## src/rtl/fsm_in_debounce.sv

```systemverilog
// Two-channel input conditioner: 2-flop synchroniser plus debounce FSM per channel.
// A channel's output flips only after its new level has held for DB_COUNT cycles.
module fsm_in_debounce #(
    parameter int unsigned DB_COUNT = 50000,
    parameter int unsigned CNT_W    = 16
) (
    input  logic clk,
    input  logic rst,
    input  logic raw1,
    input  logic raw2,
    output logic in1,
    output logic in2,
    output logic chg,
    output logic glitch
);

    typedef enum logic [1:0] {
        StStable0 = 2'b00,
        StWait1   = 2'b01,
        StStable1 = 2'b10,
        StWait0   = 2'b11
    } db_state_e;

    localparam logic [CNT_W-1:0] CntMax  = CNT_W'(DB_COUNT - 1);
    localparam logic [CNT_W-1:0] CntOne  = CNT_W'(1);
    localparam logic [CNT_W-1:0] CntZero = '0;

    logic [1:0]       raw;
    logic [1:0]       q1;
    logic [1:0]       s;
    db_state_e        state [2];
    logic [CNT_W-1:0] cnt   [2];
    logic [1:0]       dout;
    logic [1:0]       qual;
    logic [1:0]       abort;

    assign raw = {raw2, raw1};
    assign in1 = dout[0];
    assign in2 = dout[1];

    // Plain flop chain, no logic in between.
    always_ff @(posedge clk) begin
        if (rst) begin
            q1 <= 2'b00;
            s  <= 2'b00;
        end else begin
            q1 <= raw;
            s  <= q1;
        end
    end

    // Qualify / abort decode per channel, shared by the FSM and the strobes.
    always_comb begin
        qual  = 2'b00;
        abort = 2'b00;
        for (int ch = 0; ch < 2; ch++) begin
            unique case (state[ch])
                StWait1: begin
                    abort[ch] = ~s[ch];
                    qual[ch]  = s[ch] && (cnt[ch] == CntMax);
                end
                StWait0: begin
                    abort[ch] = s[ch];
                    qual[ch]  = ~s[ch] && (cnt[ch] == CntMax);
                end
                default: begin
                    abort[ch] = 1'b0;
                    qual[ch]  = 1'b0;
                end
            endcase
        end
    end

    always_ff @(posedge clk) begin
        if (rst) begin
            for (int ch = 0; ch < 2; ch++) begin
                state[ch] <= StStable0;
                cnt[ch]   <= CntZero;
            end
            dout   <= 2'b00;
            chg    <= 1'b0;
            glitch <= 1'b0;
        end else begin
            chg    <= |qual;
            glitch <= |abort;
            for (int ch = 0; ch < 2; ch++) begin
                case (state[ch])
                    StStable0: begin
                        if (s[ch]) begin
                            state[ch] <= StWait1;
                            cnt[ch]   <= CntZero;
                        end
                    end
                    StWait1: begin
                        if (!s[ch]) begin
                            state[ch] <= StStable0;
                            cnt[ch]   <= CntZero;
                        end else if (cnt[ch] == CntMax) begin
                            state[ch] <= StStable1;
                            cnt[ch]   <= CntZero;
                            dout[ch]  <= 1'b1;
                        end else begin
                            cnt[ch] <= cnt[ch] + CntOne;
                        end
                    end
                    StStable1: begin
                        if (!s[ch]) begin
                            state[ch] <= StWait0;
                            cnt[ch]   <= CntZero;
                        end
                    end
                    StWait0: begin
                        if (s[ch]) begin
                            state[ch] <= StStable1;
                            cnt[ch]   <= CntZero;
                        end else if (cnt[ch] == CntMax) begin
                            state[ch] <= StStable0;
                            cnt[ch]   <= CntZero;
                            dout[ch]  <= 1'b0;
                        end else begin
                            cnt[ch] <= cnt[ch] + CntOne;
                        end
                    end
                    default: begin
                        state[ch] <= StStable0;
                        cnt[ch]   <= CntZero;
                        dout[ch]  <= 1'b0;
                    end
                endcase
            end
        end
    end

endmodule

```

## config.mk

```make
export PLATFORM = sky130hd
export DESIGN_NAME = fsm_in_debounce
export DESIGN_NICKNAME = d
export VERILOG_FILES = /design/src/rtl/fsm_in_debounce.sv
export SDC_FILE = /design/constraint.sdc
export NUM_CORES = 1
export LEC_CHECK = 0
export ABC_AREA = 1
export BUFFER_PORTS_ARGS = -buffer_cell sky130_fd_sc_hd__buf_2
export CAP_MARGIN = 20
export CORE_MARGIN = 8
export CORE_UTILIZATION = 45
export CTS_CLUSTER_DIAMETER = 120
export DETAILED_ROUTE_END_ITERATION = 7
export GPL_TIMING_DRIVEN = 0
export PLACE_DENSITY = 0.73
export SKIP_CTS_REPAIR_TIMING = 1
export SYNTH_ARGS = -nofsm -noshare
export SYNTH_HDL_FRONTEND = slang
export SYNTH_SLANG_ARGS = --single-unit
```

## constraint.sdc

```tcl
create_clock -name clk -period 2.65 [get_ports clk]
set_input_delay 0.265 -clock clk [delete_from_list [all_inputs] [get_ports clk]]
set_output_delay 0.265 -clock clk [all_outputs]
set_load 0.03 [all_outputs]
```

### Word-level counts from Yosys, hierarchy flattened

Memory sizes are Yosys's and may differ from the RTL's.
Index checks and enable logic that the tools add are counted.

| storage, ports and cells | value |
|---|---|
| bits in latches | 0 |
| logic and storage cells | 176 |
| flip-flop bits (word level) | 8 |
| memories kept | 2 |
| memory bits (read-only) | 0 |
| RAM bits | 36 |
| input port bits | 4 |

| cells by class | value |
|---|---|
| bitwise gates (word level) | 30 |
| shift operators | 0 |
| magnitude comparators | 0 |
| $mul | 0 |
| mux-type cells | 108 |
| reduce and logical (&&, ||, !) cells | 12 |
| add/subtract/negate cells | 2 |
| div/mod/pow operators | 0 |
| eq/ne operators | 16 |

Memories:

| name | depth | bits a word | read ports | clocked after Yosys merged registers in | write ports | line | RTL |
|---|---|---|---|---|---|---|---|
| cnt | 2 | 16 | 2 | 0 | 2 | 32 | `logic [CNT_W-1:0] cnt [2];` |
| state | 2 | 2 | 2 | 0 | 2 | 31 | `db_state_e state [2];` |

Operators with widths:

| operator | number |
|---|---|
| 2-to-1 mux 16 bit | 16 |
| 2-to-1 mux 1 bit | 74 |
| adder 16 x 1 -> 16 bit (second input constant) | 2 |
| equality test 16 bit (second input constant) | 2 |
| OR 1 bit | 28 |
| 2-to-1 mux 2 bit | 12 |
| != test 2 bit (second input constant) | 8 |
| one-hot mux 1 bit (2 select lines) | 6 |
| AND reduction 5 bit | 2 |
| equality test 2 bit (second input constant) | 4 |
| equality test 2 x 1 -> 1 bit (second input constant) | 2 |
| logical AND 1 bit | 4 |
| logical NOT 2 bit | 2 |
| nonzero test 2 bit | 2 |
| OR reduction 2 bit | 2 |
| NOT 1 bit | 2 |

### Longest topological paths before layout

| logic depth | value |
|---|---|
| depth in word-level cells | 12 |
| gate-level depth with buffers | 11 |
| gate-level depth less buffers | 11 |

### Worst setup path after synthesis

Ideal clock, no wire load.

| path | value |
|---|---|
| kind | register to register |
| start point | memory state[0][0] (netlist bit) |
| end point | memory cnt[0][0] (enable) |
| stages on the path, launching flop included | 10 |
| data arrival time | 1.661 ns |
| library setup time | 0.452 ns |
| slack | 0.537 ns |
| clock period less this slack | 2.113 ns |
| path through | edfxtp_1 -> nand2_1 -> inv_1 -> ha_1 -> nand2_1 -> nand2_1 -> inv_1 -> nand2_1 -> nor2_1 -> nand4_1 |

RTL lines:

| what | line |
|---|---|
| start, declared | 31 |
| end, declared | 32 |

==> qor.csv <==
metric,value,unit
reg2reg setup slack,0.56,ns
I/O Buffers,7,
Std-Cell Rows,27,
synthesized-area fraction occupied by adder cells,1.947,%
R2R Path Start,state[1][0]$_DFFE_PP_,
Synth Instances,323,
setup TNS,0,ns
Tmin final,2.090,ns
DRC errors left,0,
first-pass GRT wire length,8493,µm
Worst-path clk slew,0.08,ns
Starting Density,46.67,%
CP Max Fanout,16,
Crit. End Element,flip-flop,
clock skew,0.004607,ns
unrepaired setup endpoints after global routing,false,
outcome,completed,
Worst VDD drop,0.0002464,V
Num CTS Buffers,5,
setup ws final,0.5600,ns
Yosys Warn Count,0,
Mapped Nets,331,
setup violators final,0,
crit path from,state[1][0]$_DFFE_PP_,
mux contribution to synthesized area,0,%
Post-synth EDFFs,36,
Final Max Tran Viols,0,
critical path class,reg2reg,
Die Wd,91.57,µm
max-cap violation count,0,
slowest CP cell,o2111ai_2,
"wirelength, routed",4920,µm
vias after detailed routing,2066,
Synth Flop Type,edfxtp_1,
net count reported at finish,346,
post-DP HPWL,3623,µm
Pwr Total,1.527,mW
WP buf/inv,1,
"FFs w/ async S/R, synth",0,%
CTS root buf,clkbuf_8,
core area,5507,µm²
relative slew slack,40.90,%
Synth Area in Simple Gates,31.99,%
n_diodes,0,
worst-case clock buffer depth,2,
crit-path cells,nand2_1 -> inv_1 -> ha_1 -> o21ai_0 -> o2111ai_2,
Setup crit end,cnt[1][0]$_SDFFCE_PN0P_,
Placed Area,2701,µm²
Worst Path Required,2.51,ns
Netlist cell types,28,
maximum clock frequency,0.4785,GHz
Die Span Y,91.57,µm
WL/cell,11.97,µm
Leak,1.182,nW
xor and xnor fraction of the mapped netlist area,6.475,%
htree depth,2,
Slew @ Worst Pin,0.8864,ns
drt via density,5.027,
largest family of logic cells by synthesized area,simple AND/OR/NAND/NOR gates,
vias in the first global route,1964,
antenna violations before repair,0,
CTS tree,yes,
area grow syn2layout,8.909,%
syn_area_per_cell,7.957,µm²
Pwr Density,545.7,nW/µm²
Total Routing Usage GR,12.25,%
crit start category,flip-flop,
Final Cycle Share,78.87,%
Worst-Skew Late Latency,0.29,ns
Crit. path cell count,5,
first-pass iteration count of the detailed router,4,
DRT iter0 DRCs,152,
WP data arrival,1.95,ns
"leading cell type in the layout, fill and taps excluded",nor2_1,
Final Cell Area,2799,µm²
critical path's largest stage delay,0.55,ns
total die area,8385,µm²
reg-to-reg critical path endpoint,cnt[1][0]$_SDFFCE_PN0P_,
Clock Sinks,44,
R2R cell count,5,
FF+latch area,1241,µm²
worst hold-check path type,in2reg,
routability cong.,0.9260,
"Cell Area, Synth",2570,µm²
layout cell share with drive strength beyond 1,8.260,%
"Remaining Overflow, GRT",0,
Multi-input gate area,1139,µm²
filler cell count in the final layout,512,
Top delay family on crit path,compound AO/OA/AOI/OAI gates,
Ports,8,
post-route ant nets,0,
most frequent cells in the layout,"nor2_1 (74), nand2_1 (65), inv_1 (43)",
final hold violations,0,
"flops & latches, synth",44,
Compound-Gate Fraction of Synth Area,3.651,%
sequential area share after synthesis,48.30,%
largest net degree at the start of global routing,17,
pre-CTS setup slack,0.01266,ns
-- layer usage --
metal,up-vias,part of all wire (%),global-route usage [%]
li1,1076,-,-
met1,940,47,14.81
met2,41,47,20.05
met3,9,3.6,2.798
met4,0,2.3,5.866
met5,-,0,0
-- how the worst min path moves through the flow --
stage / start / endpoint / cells after the start
3_5_place_dp: q1[1]$_SDFF_PP0_ / s[1]$_SDFF_PP0_ / 2
2_1_floorplan: raw1 / q1[0]$_SDFF_PP0_ / 2
3_3_place_gp: q1[0]$_SDFF_PP0_ / s[0]$_SDFF_PP0_ / 2
4_1_cts: raw1 / q1[0]$_SDFF_PP0_ / 3
5_1_grt: raw2 / q1[1]$_SDFF_PP0_ / 3
6_report: raw2 / q1[1]$_SDFF_PP0_ / 3
-- sequential cells by signal, summed over array words and instances, names as in the netlist --
name / count
cnt: 32
state: 4
dout: 2
q1: 2
s: 2
chg: 1
glitch: 1
-- kinds of logic (layout without fill, tap and decap cells) --
| family | after synthesis | after routing |
|---|---|---|
| simple gates | 192 | 192 |
| xor+xnor | 19 | 19 |
| fa+ha+maj | 4 | 4 |
| flops | 44 | 44 |
| compound gates | 15 | 15 |
| buf+inv | 49 | 65 |
-- metrics by stage --
stage,std cells,hold slack [ns],utilization (%)
4_1_cts,410,0.1729,50.69
3_5_place_dp,402,0.4019,49.06
3_3_place_gp,402,0.3918,48.94
2_1_floorplan,323,0.3720,-
6_report,411,0.1774,50.83
5_1_grt,411,0.1771,50.83
-- synth_stat cells, types with 2 or more instances --
library cell	instances	area share, %
nor2_2	2	0.49
inv_1	43	6.3
xnor2_1	5	1.7
a21oi_1	5	0.97
nor3_1	9	1.8
dfxtp_1	8	6.2
o21ai_0	4	0.78
ha_1	4	1.9
edfxtp_1	36	42
inv_2	3	0.44
nand2_1	65	9.5
nand3_1	27	5.3
nand2_2	2	0.49
o2111ai_1	2	0.68
xor2_1	14	4.8
and3_1	2	0.49
nor2_1	74	11
nand4_1	8	1.9
-- where the power goes --
| group | switching, mW | internal, mW | total [mW] |
|---|---|---|---|
| clock network | 0.218 | 0.213 | 0.431 |
| logic | 0.131 | 0.0675 | 0.198 |
| registers | 0.0701 | 0.828 | 0.898 |
| total | 0.419 | 1.11 | 1.53 |
-- worst reg2reg max path, stage by stage, from the launching register on --
cell and delay [ns]:
edfxtp_1 0.44, nand2_1 0.09, inv_1 0.05, ha_1 0.19
o21ai_0 0.34, o2111ai_2 0.55
-- cell type report --
| cell class | instances | share of cell area (%) |
|---|---|---|
| Multi-Input combinational cell | 230 | 40.68 |
| Inverter | 46 | 6.169 |
| Sequential cell | 44 | 44.35 |
| Buffer | 3 | 0.8494 |
| Tap cell | 72 | 3.219 |
| Clock buffer | 8 | 3.219 |
| Timing Repair Buffer | 8 | 1.520 |
Note: power is estimated with default switching activity, not from simulation.
